File: src/rtl/hilo_pkg.sv
// Shared types and constants for the Hi/Lo sequencer.
// Latency: n/a (declarations only).
// Backpressure: n/a.
package hilo_pkg;

    // Operation encoding as presented on the Op input.
    typedef enum logic [1:0] {
        OP_MULT = 2'b00,
        OP_DIV  = 2'b01,
        OP_MTHI = 2'b10,
        OP_MTLO = 2'b11
    } op_t;

    typedef enum logic [1:0] {
        IDLE   = 2'b00,
        ISSUE  = 2'b01,
        WAIT   = 2'b10,
        COMMIT = 2'b11
    } state_t;

    // Latency counter width; holds LAT-2 for any latency up to 257 cycles.
    localparam int CNT_W = 8;

    // Counter preload for a unit of latency lat. WAIT lasts lat-1 cycles and
    // the counter leaves WAIT when it reads zero, so it starts at lat-2.
    function automatic logic [CNT_W-1:0] lat_preload(input int lat);
        return CNT_W'(lat - 2);
    endfunction

endpackage

File: src/rtl/hilo_sequencer_lat_counter.sv
// Down-counter that times a multicycle unit: load / decrement / zero flag.
// Latency: load or decrement visible one cycle after the request.
// Backpressure: none; decrement saturates at zero.
//
// Ports:
//   clk_i, rst_i   clock, asynchronous active-high reset
//   load_i         load load_val_i (has priority over dec_i)
//   load_val_i     preload value
//   dec_i          decrement by one when non-zero
//   zero_o         counter currently reads zero
module lat_counter
    import hilo_pkg::*;
(
    input  logic             clk_i,
    input  logic             rst_i,
    input  logic             load_i,
    input  logic [CNT_W-1:0] load_val_i,
    input  logic             dec_i,
    output logic             zero_o
);

    logic [CNT_W-1:0] cnt_q;
    logic [CNT_W-1:0] cnt_d;

    always_comb begin
        cnt_d = cnt_q;
        if (load_i) begin
            cnt_d = load_val_i;
        end else if (dec_i && (cnt_q != '0)) begin
            cnt_d = cnt_q - 1'b1;
        end
    end

    always_ff @(posedge clk_i or posedge rst_i) begin
        if (rst_i) begin
            cnt_q <= '0;
        end else begin
            cnt_q <= cnt_d;
        end
    end

    assign zero_o = (cnt_q == '0);

endmodule

File: src/rtl/hilo_sequencer.sv
// Owns architectural Hi/Lo; issues mult/div start pulses, times each unit, commits results.
// Latency: MTHI/MTLO/div-by-zero Done next cycle; MULT/DIV Done LAT+2 cycles after accept.
// Backpressure: Ready low outside IDLE (Start ignored, requester holds); Stall holds mfhi/mflo readers.
//
// Ports:
//   Clk, Reset                 clock, asynchronous active-high reset
//   Start, Op, SrcA, SrcB      operation request, accepted only while Ready
//   Ready                      sequencer idle
//   ReadReq, Stall             mfhi/mflo read request and its hold
//   MultControl, MultA, MultB  start pulse and operands to the multiplier
//   MultHi, MultLo             multiplier result
//   DivControl, DivA, DivB     start pulse and operands to the divider
//   DivHi, DivLo               divider result (Hi remainder, Lo quotient)
//   Hi, Lo                     architectural Hi/Lo
//   Done                       one-cycle pulse after Hi/Lo update
//   DivZero                    sticky divide-by-zero flag
//
// Build option HILO_FWD_EN: forward the unit result onto Hi/Lo during COMMIT
// and release Stall one cycle earlier.
module hilo_sequencer
    import hilo_pkg::*;
#(
    parameter int MULT_LAT = 2,
    parameter int DIV_LAT  = 34
) (
    input  logic        Clk,
    input  logic        Reset,
    input  logic        Start,
    input  logic [1:0]  Op,
    input  logic [31:0] SrcA,
    input  logic [31:0] SrcB,
    output logic        Ready,
    input  logic        ReadReq,
    output logic        Stall,
    output logic        MultControl,
    output logic [31:0] MultA,
    output logic [31:0] MultB,
    input  logic [31:0] MultHi,
    input  logic [31:0] MultLo,
    output logic        DivControl,
    output logic [31:0] DivA,
    output logic [31:0] DivB,
    input  logic [31:0] DivHi,
    input  logic [31:0] DivLo,
    output logic [31:0] Hi,
    output logic [31:0] Lo,
    output logic        Done,
    output logic        DivZero
);

    if (MULT_LAT < 2 || DIV_LAT < 2 ||
        MULT_LAT - 2 >= (1 << CNT_W) || DIV_LAT - 2 >= (1 << CNT_W)) begin : g_bad_lat
        $error("hilo_sequencer: latencies must be >= 2 and fit the counter");
    end

    state_t      state_q;
    logic [31:0] hi_q;
    logic [31:0] lo_q;
    logic [31:0] opa_q;
    logic [31:0] opb_q;
    logic        sel_div_q;
    logic        mult_ctl_q;
    logic        div_ctl_q;
    logic        done_q;
    logic        divzero_q;

    op_t         op;
    logic [31:0] res_hi;
    logic [31:0] res_lo;
    logic        cnt_load;
    logic        cnt_dec;
    logic        cnt_zero;
    logic [CNT_W-1:0] cnt_preload;

    assign op = op_t'(Op);

    // Result of whichever unit the in-flight operation was issued to.
    assign res_hi = sel_div_q ? DivHi : MultHi;
    assign res_lo = sel_div_q ? DivLo : MultLo;

    assign cnt_load    = (state_q == ISSUE);
    assign cnt_dec     = (state_q == WAIT);
    assign cnt_preload = sel_div_q ? lat_preload(DIV_LAT) : lat_preload(MULT_LAT);

    lat_counter u_lat_counter (
        .clk_i      (Clk),
        .rst_i      (Reset),
        .load_i     (cnt_load),
        .load_val_i (cnt_preload),
        .dec_i      (cnt_dec),
        .zero_o     (cnt_zero)
    );

    // Control pulses and Done are registered: they default low every cycle
    // and are set only on the edge that enters the state they belong to.
    always_ff @(posedge Clk or posedge Reset) begin
        if (Reset) begin
            state_q    <= IDLE;
            hi_q       <= '0;
            lo_q       <= '0;
            opa_q      <= '0;
            opb_q      <= '0;
            sel_div_q  <= 1'b0;
            mult_ctl_q <= 1'b0;
            div_ctl_q  <= 1'b0;
            done_q     <= 1'b0;
            divzero_q  <= 1'b0;
        end else begin
            mult_ctl_q <= 1'b0;
            div_ctl_q  <= 1'b0;
            done_q     <= 1'b0;
            case (state_q)
                IDLE: begin
                    if (Start) begin
                        case (op)
                            OP_MULT: begin
                                opa_q      <= SrcA;
                                opb_q      <= SrcB;
                                sel_div_q  <= 1'b0;
                                mult_ctl_q <= 1'b1;
                                state_q    <= ISSUE;
                            end
                            OP_DIV: begin
                                if (SrcB == '0) begin
                                    // Never bother the divider; flag and complete at once.
                                    divzero_q <= 1'b1;
                                    done_q    <= 1'b1;
                                end else begin
                                    opa_q     <= SrcA;
                                    opb_q     <= SrcB;
                                    sel_div_q <= 1'b1;
                                    div_ctl_q <= 1'b1;
                                    state_q   <= ISSUE;
                                end
                            end
                            OP_MTHI: begin
                                hi_q   <= SrcA;
                                done_q <= 1'b1;
                            end
                            OP_MTLO: begin
                                lo_q   <= SrcA;
                                done_q <= 1'b1;
                            end
                            default: ;
                        endcase
                    end
                end
                ISSUE: begin
                    state_q <= WAIT;
                end
                WAIT: begin
                    if (cnt_zero) begin
                        state_q <= COMMIT;
                    end
                end
                COMMIT: begin
                    hi_q    <= res_hi;
                    lo_q    <= res_lo;
                    done_q  <= 1'b1;
                    state_q <= IDLE;
                end
                default: state_q <= IDLE;
            endcase
        end
    end

    assign Ready       = (state_q == IDLE);
    assign MultControl = mult_ctl_q;
    assign DivControl  = div_ctl_q;
    assign MultA       = opa_q;
    assign MultB       = opb_q;
    assign DivA        = opa_q;
    assign DivB        = opb_q;
    assign Done        = done_q;
    assign DivZero     = divzero_q;

`ifdef HILO_FWD_EN
    // In COMMIT the unit result is already valid, so readers may take it directly.
    assign Hi    = (state_q == COMMIT) ? res_hi : hi_q;
    assign Lo    = (state_q == COMMIT) ? res_lo : lo_q;
    assign Stall = ReadReq & (state_q != IDLE) & (state_q != COMMIT);
`else
    assign Hi    = hi_q;
    assign Lo    = lo_q;
    assign Stall = ReadReq & (state_q != IDLE);
`endif

endmodule

File: config.mk
export PLATFORM = sky130hd
export DESIGN_NAME = hilo_sequencer
export DESIGN_NICKNAME = d
export VERILOG_FILES = /design/src/rtl/hilo_pkg.sv /design/src/rtl/hilo_sequencer_lat_counter.sv /design/src/rtl/hilo_sequencer.sv
export SDC_FILE = /design/constraint.sdc
export NUM_CORES = 1
export LEC_CHECK = 0
export BUFFER_PORTS_ARGS = -buffer_cell sky130_fd_sc_hd__buf_2
export CAP_MARGIN = 20
export CORE_AREA = 2 2 154 156
export CTS_CLUSTER_DIAMETER = 80
export DETAILED_ROUTE_END_ITERATION = 6
export DIE_AREA = 0 0 156 158
export GPL_ROUTABILITY_DRIVEN = 0
export GPL_TIMING_DRIVEN = 0
export PLACE_DENSITY = 0.72
export SETUP_SLACK_MARGIN = 0.4
export SLEW_MARGIN = 5
export SYNTH_ARGS = -nofsm -noshare
export SYNTH_HDL_FRONTEND = slang
export SYNTH_SLANG_ARGS = --single-unit
File: constraint.sdc
create_clock -name Clk -period 5 [get_ports Clk]
set_input_delay 1 -clock Clk [delete_from_list [all_inputs] [get_ports Clk]]
set_output_delay 1 -clock Clk [all_outputs]
set_load 0.02 [all_outputs]
==> results of run 1 <==
worst max-delay path, delay by kind of cell:
family,cells,cell delay (ns)
simple gates,2,0.82
compound gates,1,0.79
buf+inv,2,0.38
mux,1,0.35
metal layers:
metal / vias to the layer above / global-route usage, % / part of all wire [%]
li1: 3015 / - / -
met1: 3111 / 24.6 / 42
met2: 243 / 34.3 / 51
met3: 20 / 4.02 / 6.2
met4: 0 / 5.33 / 1.3
met5: - / 0 / 0
cell usage after synthesis (2+ instances only):
library cell / instances
o22a_1: 2
nand2_1: 3
dfrtp_1: 143
o21ai_0: 4
buf_1: 5
ha_1: 6
a21o_1: 34
o211ai_1: 3
a21oi_1: 34
nand2b_1: 2
mux2_2: 90
nor3_1: 3
and4_1: 2
mux2i_1: 64
buf_4: 64
nand3_1: 4
nor2_1: 43
buf_6: 6
clkbuf_1: 22
nor4_1: 10
buf_2: 4
xor2_1: 6
inv_1: 9
nand4_1: 3
o2111ai_1: 3
mux2_1: 6
a211oi_1: 33
per-stage QoR:
| stage | hold slack, ns | util [%] | std cells | setup slack (ns) |
|---|---|---|---|---|
| 6_report | 0.470 | 44.7 | 1339 | 1.96 |
| 5_1_grt | 0.488 | 44.7 | 1339 | 1.85 |
| 4_1_cts | 0.474 | 44.7 | 1339 | 1.93 |
| 3_5_place_dp | 0.458 | 42.2 | 1307 | 1.51 |
| 3_3_place_gp | 0.451 | 41.8 | 1303 | 1.20 |
| 2_1_floorplan | 0.498 | - | 618 | 2.21 |
state kept, by name, summed over array words and instances, names as in the netlist:
name,cells
Hi,32
DivZero,1
Done,1
DivControl,1
DivA,32
state_q,2
Lo,32
sel_div_q,1
DivB,32
u_lat_counter.cnt_q,8
MultControl,1
power groups by stage:
stage | registers (mW) | clock network (mW) | logic (mW)
finish | 2.14 | 1.29 | 4.19
global placement | 2.13 | 0 | 4.16
global route | 2.21 | 1.37 | 4.48
detailed placement | 2.15 | 0 | 4.23
floorplan | 2.74 | 0 | 2.17
CTS | 2.14 | 1.32 | 4.24
final cells by class:
class	count	area [µm²]
clock buffers	20	457
multi-input cells	365	3020
fillers	2207	12700
plain buffers	101	669
inverters	9	37.5
repair buffers	399	2060
well taps	290	363
flip-flops and latches	143	3580
clock inverters	12	131
cell usage in the layout (no fill, tap or decap), types with 4 or more instances in the layout:
cell,netlist,layout
nor4_1,10,10
o21ai_0,4,4
inv_1,9,8
buf_12,0,4
ha_1,6,6
mux2_1,6,6
a211oi_1,33,33
buf_6,6,6
mux2i_1,64,64
xor2_1,6,6
nand3_1,4,4
clkinvlp_4,0,5
clkbuf_16,0,17
buf_1,5,5
buf_4,64,64
nor2_1,43,43
dfrtp_1,143,143
buf_2,4,399
clkbuf_1,22,23
a21oi_1,34,34
mux2_2,90,90
a21o_1,34,34
logic make-up after synthesis:
group | count (synthesis) | synth area share [%]
buffers and inverters | 110 | 9.63
flip-flops | 143 | 49.0
XOR/XNOR | 7 | 0.840
AO/OA/AOI/OAI | 118 | 11.1
multiplexers | 160 | 23.6
AND/OR/NAND/NOR | 74 | 4.78
adder cells (fa/ha/maj) | 6 | 1.03
how the worst max path moves through the flow:
stage / endpoint / slack (ns)
after CTS: DivA[5]$_DFFE_PP0P_ / 1.93
after detailed placement: DivA[5]$_DFFE_PP0P_ / 1.51
final: DivA[5]$_DFFE_PP0P_ / 1.96
after global placement: Lo[29]$_DFFE_PP0P_ / 1.20
after floorplan: DivA[0]$_DFFE_PP0P_ / 2.21
after global routing: DivB[27]$_DFFE_PP0P_ / 1.85
==> impl_metrics.py, run 1 <==
metrics = {
    "final_layout": {
        "nNetsFinal": 1240,
        "n_antenna_cell": 0,
        "area_growth_syn_to_layout_pct": 41.3,
        "design_area_um2": 10300,
        "drive_above_1_share_pct": 56.9,
    },
    "sta": {
        "rsz0062_at_grt": "no",
        "skew_ns": 0.0104,
        "slew_headroom_pct": 36.2,
        "period_share_pct": 60.9,
        "fin_tns_setup_ns": 0,
        "max_clock_freq_mhz": 329,
        "setup_viol": 0,
        "min_period_ns": 3.04,
        "worstMarginPinSlew_ns": 0.957,
        "slew_viol_final": 0,
        "finalHoldViolCount": 0,
    },
    "power": {
        "power_frac_comb_pct": 55.0,
        "p_clk_share_pct": 17.0,
        "peakVddDrop_uv": 357,
        "p_sw_mw": 3.37,
        "seq_power_share_pct": 28.1,
        "power_mw": 7.63,
        "p_sw_share_pct": 44.2,
        "internal_power_mw": 4.26,
        "leakagePower_nw": 5.49,
        "pwr_density_cell_nw_per_um2": 740,
    },
    "clocking": {
        "clk_latency_ns": 0.42,
        "cts_tree": "yes",
        "clock_sinks": 143,
        "cts_resized": 0,
        "cts-root-buf": "clkbuf_16",
        "cts_inserted_buffers": 17,
        "htreeDepth": 4,
        "postCtsSetupBuffers": 0,
        "clockBufferDepth": 2,
        "ctsHoldBuffers": 0,
        "cts.clk_slew.worst_paths_ns": 0.06,
    },
    "synthesis": {
        "syn_inst": 618,
        "seq_area_frac_synth_pct": 49.0,
        "synth_edf_count": 0,
        "syn-num-nets": 822,
        "synth_top_area_cell": "dfrtp_1",
        "synth.area.top_cells": "dfrtp_1 49%, mux2_2 14%, mux2i_1 8.8%",
        "synth_flop_cell": "dfrtp_1",
        "synthArstFlopShare_pct": 100,
        "ys_seq_elements": 143,
        "synth_cell_types": 37,
        "synth_top_cell_area_share_pct": 49.0,
        "yosysWarnings": 0,
        "syn_avg_cell_area_um2": 11.8,
        "synth_area_um2": 7300,
    },
    "worst_hold_path": {
        "hold_path_end": "Lo[13]$_DFFE_PP0P_",
        "hold_path_depth": 1,
        "hold_class": "flop to flop",
        "worstHoldStart": "Lo[13]$_DFFE_PP0P_",
    },
    "floorplan": {
        "start_util_pct": 31.7,
        "dieArea_um2": 24600,
        "chipHeight_um": 158,
        "rows": 56,
        "core_area_um2": 23100,
        "ios": 396,
        "die_w_um": 156,
    },
    "critical_path": {
        "r2r_end": "Hi[9]$_DFFE_PP0P_",
        "crit-reg2reg-launch": "state_q[0]$_DFFE_PP0P_",
        "worst_ep_arrival_time_ns": 3.34,
        "crit_type": "input port to flop",
        "crit_chain": "buf_2, nor4_1, nand4_1, o31ai_4, buf_6, mux2_2",
        "crit_required_ns": 5.30,
        "critPathLaunch": "SrcB[21]",
        "cp_slowest_cell": "o31ai_4",
        "worst_path_largest_cell_delay_ns": 0.79,
        "r2r_cells": 6,
        "end_kind": "flop",
        "worst-r2r-setup-slack_ns": 2.00,
        "startpoint_type": "input port",
        "critPathMaxFanout": 10,
    },
    "detailed_routing": {
        "wl_per_cell_um": 18.6,
        "detailedRoute.firstIterationViolations": 300,
        "vias": 6389,
        "wirelength_um": 24900,
        "firstDrtPassIters": 4,
        "drcViolationCount": 0,
        "vias_per_cell": 4.77,
        "ant_nets": 0,
    },
    "outcome": {
        "outcome": "finished clean",
    },
    "grt": {
        "antenna_found_initial": 0,
        "grt_max_degree": 40,
        "grt_pass1_vias": 6264,
        "grt_pass1_wl_um": 36100,
        "overflow": 0,
        "grt_usage_pct": 19.6,
    },
    "placed_design": {
        "hpwl_um": 19600,
        "placed_area_um2": 9720,
        "port_buffers": 395,
    },
    "flow_run": {
        "maxCapViolations": 0,
    },
}
(Power assumes the default switching activity.)
==> run 2, diff against run 1 <==
--- a/config.mk
+++ b/config.mk
@@ -5,15 +5,16 @@
 export SDC_FILE = /design/constraint.sdc
 export NUM_CORES = 1
 export LEC_CHECK = 0
+export ABC_AREA = 1
 export BUFFER_PORTS_ARGS = -buffer_cell sky130_fd_sc_hd__buf_2
 export CAP_MARGIN = 20
-export CORE_AREA = 2 2 154 156
+export CORE_AREA = 2 2 156 158
 export CTS_CLUSTER_DIAMETER = 80
 export DETAILED_ROUTE_END_ITERATION = 6
-export DIE_AREA = 0 0 156 158
+export DIE_AREA = 0 0 158 160
 export GPL_ROUTABILITY_DRIVEN = 0
 export GPL_TIMING_DRIVEN = 0
-export PLACE_DENSITY = 0.72
+export PLACE_DENSITY = 0.68
 export SETUP_SLACK_MARGIN = 0.4
 export SLEW_MARGIN = 5
 export SYNTH_ARGS = -nofsm -noshare
==> constraint.sdc (replaced) <==
create_clock -name Clk -period 2.9 [get_ports Clk]
set_input_delay 0.58 -clock Clk [delete_from_list [all_inputs] [get_ports Clk]]
set_output_delay 0.58 -clock Clk [all_outputs]
set_load 0.02 [all_outputs]
==> impl_metrics.py, run 2 <==
metrics = {
    "outcome": {
        "outcome": "finished clean",
    },
    "power": {
        "p_clk_share_pct": 16.8,
        "p_sw_share_pct": 47.4,
        "seq_power_share_pct": 28.1,
        "leakagePower_nw": 5.66,
        "pwr_density_cell_nw_per_um2": 1230,
        "p_sw_mw": 6.11,
        "internal_power_mw": 6.77,
        "power_mw": 12.9,
        "power_frac_comb_pct": 55.1,
        "peakVddDrop_uv": 444,
    },
    "synthesis": {
        "synth_commonest_cells": "223 x nor2_1, 143 x dfrtp_1, 135 x o21ai_0, 130 x nand2_1, 81 x inv_1",
        "synth_area_um2": 7340,
        "syn_inst": 925,
        "synth.area.top_cells": "dfrtp_1 49%, nor2_1 11%, o21ai_0 9.2%",
        "seq_area_frac_synth_pct": 48.7,
        "synth_top_cell_area_share_pct": 48.7,
        "synth_cell_types": 27,
        "syn_avg_cell_area_um2": 7.94,
        "synth_flop_cell": "dfrtp_1",
        "synthArstFlopShare_pct": 100,
        "syn-num-nets": 1129,
        "synth_most_common_cell": "nor2_1",
        "ys_seq_elements": 143,
        "yosysWarnings": 0,
        "synth_edf_count": 0,
        "synth_top_area_cell": "dfrtp_1",
    },
    "detailed_routing": {
        "vias": 7683,
        "firstDrtPassIters": 6,
        "vias_per_cell": 4.56,
        "ant_nets": 0,
        "wirelength_um": 28700,
        "drcViolationCount": 0,
        "detailedRoute.firstIterationViolations": 534,
        "wl_per_cell_um": 17.0,
    },
    "placed_design": {
        "hpwl_um": 22300,
        "port_buffers": 395,
        "placed_area_um2": 9790,
        "dp_cells": 1647,
    },
    "sta": {
        "slew_viol_final": 0,
        "finalHoldViolCount": 0,
        "setup_viol": 0,
        "slew_headroom_pct": 49.9,
        "period_share_pct": 82.0,
        "worstMarginPinSlew_ns": 0.750,
        "rsz0062_at_grt": "no",
        "fin_tns_setup_ns": 0,
        "min_period_ns": 2.38,
        "skew_ns": 0.00941,
        "max_clock_freq_mhz": 421,
    },
    "critical_path": {
        "crit_type": "flop to flop",
        "critPathLaunch": "state_q[1]$_DFFE_PP0P_",
        "end_kind": "flop",
        "critPathMaxFanout": 10,
        "worst_ep_arrival_time_ns": 2.63,
        "crit-reg2reg-launch": "state_q[1]$_DFFE_PP0P_",
        "startpoint_type": "flop",
        "crit_required_ns": 3.15,
    },
    "final_layout": {
        "final_cell_mix": "410 x buf_2, 223 x nor2_1, 143 x dfrtp_1, 135 x o21ai_0, 130 x nand2_1",
        "drive_above_1_share_pct": 39.5,
        "layout_commonest_cell": "buf_2",
        "area_growth_syn_to_layout_pct": 42.1,
        "fillers": 2475,
        "layoutNonFillerInstCount": 1686,
        "fin_util_pct": 43.8,
        "nNetsFinal": 1551,
        "design_area_um2": 10400,
    },
    "clocking": {
        "cts.clk_slew.worst_paths_ns": 0.07,
        "htreeDepth": 4,
        "clockBufferDepth": 2,
        "cts_tree": "yes",
        "cts_inserted_buffers": 17,
        "cts-root-buf": "clkbuf_16",
        "clk_latency_ns": 0.42,
        "clock_sinks": 143,
    },
    "worst_hold_path": {
        "hold_class": "input port to async pin",
    },
    "floorplan": {
        "chipHeight_um": 160,
        "dieArea_um2": 25300,
        "rows": 57,
        "die_w_um": 158,
        "ios": 396,
        "core_area_um2": 23800,
        "start_util_pct": 30.8,
    },
    "grt": {
        "overflow": 0,
        "antenna_found_initial": 2,
        "grt_max_degree": 40,
        "grt_usage_pct": 21.8,
        "grt_pass1_wl_um": 41300,
        "grt_pass1_vias": 7377,
    },
    "flow_run": {
        "maxCapViolations": 0,
    },
}
==> run 2: cell count changes after synthesis, sizes merged, moves of 64 or more <==
cell	change
nand2	+128
a31oi	+64
nor2	+180
mux2	-96
o21ai	+131
mux2i	-64
inv	+75
==> run 2: critical path, stage by stage (launching register included) <==
cell and delay [ns]:
dfrtp_1 0.42, inv_1 0.10, ha_1 0.33, nand2_2 0.18
inv_1 0.12, nand3_2 0.19, clkbuf_1 0.35, o21ai_0 0.51
==> run 2: per-layer routing <==
layer,GRT usage [%],vias up,routed length (µm)
li1,-,3752,-
met1,27.8,3586,12500
met2,36.2,306,13800
met3,4.48,39,1810
met4,8.23,0,644
met5,0,-,0
==> run 2: repair_timing <==
item                       CTS  global route
gates resized for setup      0             0
hold buffers                 0             0
setup endpoints to repair    0            31
setup buffers                0             5
==> run 2: per-stage QoR <==
| stage | setup slack [ns] | hold WS (ns) |
|---|---|---|
| after floorplan | 0.529 | 0.485 |
| after global placement | -0.498 | 0.456 |
| after detailed placement | 0.224 | 0.465 |
| after CTS | 0.488 | 0.291 |
| after global routing | 0.504 | 0.328 |
| final | 0.523 | 0.286 |
==> run 2: worst paths after layout <==
check / cells after the start / end / slack, ns
min reg2reg: 1 / DivZero$_DFFE_PP0P_ / 0.47
max in group asynchronous: 3 / Lo[9]$_DFFE_PP0P_ / 1.94
min: 2 / DivB[27]$_DFFE_PP0P_ / 0.29
min in group Clk: 2 / MultControl$_DFF_PP0_ / 0.38
max: 7 / sel_div_q$_DFFE_PP0P_ / 0.52
max reg2reg: 7 / sel_div_q$_DFFE_PP0P_ / 0.52
==> run 2: cell type report <==
cell class	instances	area, µm²	share of cell area, %
multi-input combinational	583	2660	25.5
timing repair buffer	403	2100	20.1
antenna	2	5.00	0.0480
sequential	143	3580	34.3
tap	324	405	3.88
clock buffer	21	470	4.51
inverter	85	323	3.09
clock inverter	11	108	1.03
buffer	114	788	7.55
==> run 2: cells by family after synthesis <==
| logic type | share of synthesized area, % |
|---|---|
| buffers and inverters | 15.1 |
| adders and majority gates | 1.02 |
| DFF | 48.7 |
| xor gates and xnor gates | 0.119 |
| AOI/OAI and AO/OA | 15.7 |
| and+or+nand+nor | 19.4 |
==> run 2: power groups by stage <==
stage / sequential [mW] / clock, mW / combinational (mW)
2_1_floorplan: 4.58 / 0 / 3.47
3_3_place_gp: 3.61 / 0 / 6.94
3_5_place_dp: 3.64 / 0 / 7.05
4_1_cts: 3.62 / 2.20 / 7.06
5_1_grt: 3.73 / 2.27 / 7.71
6_report: 3.62 / 2.17 / 7.09
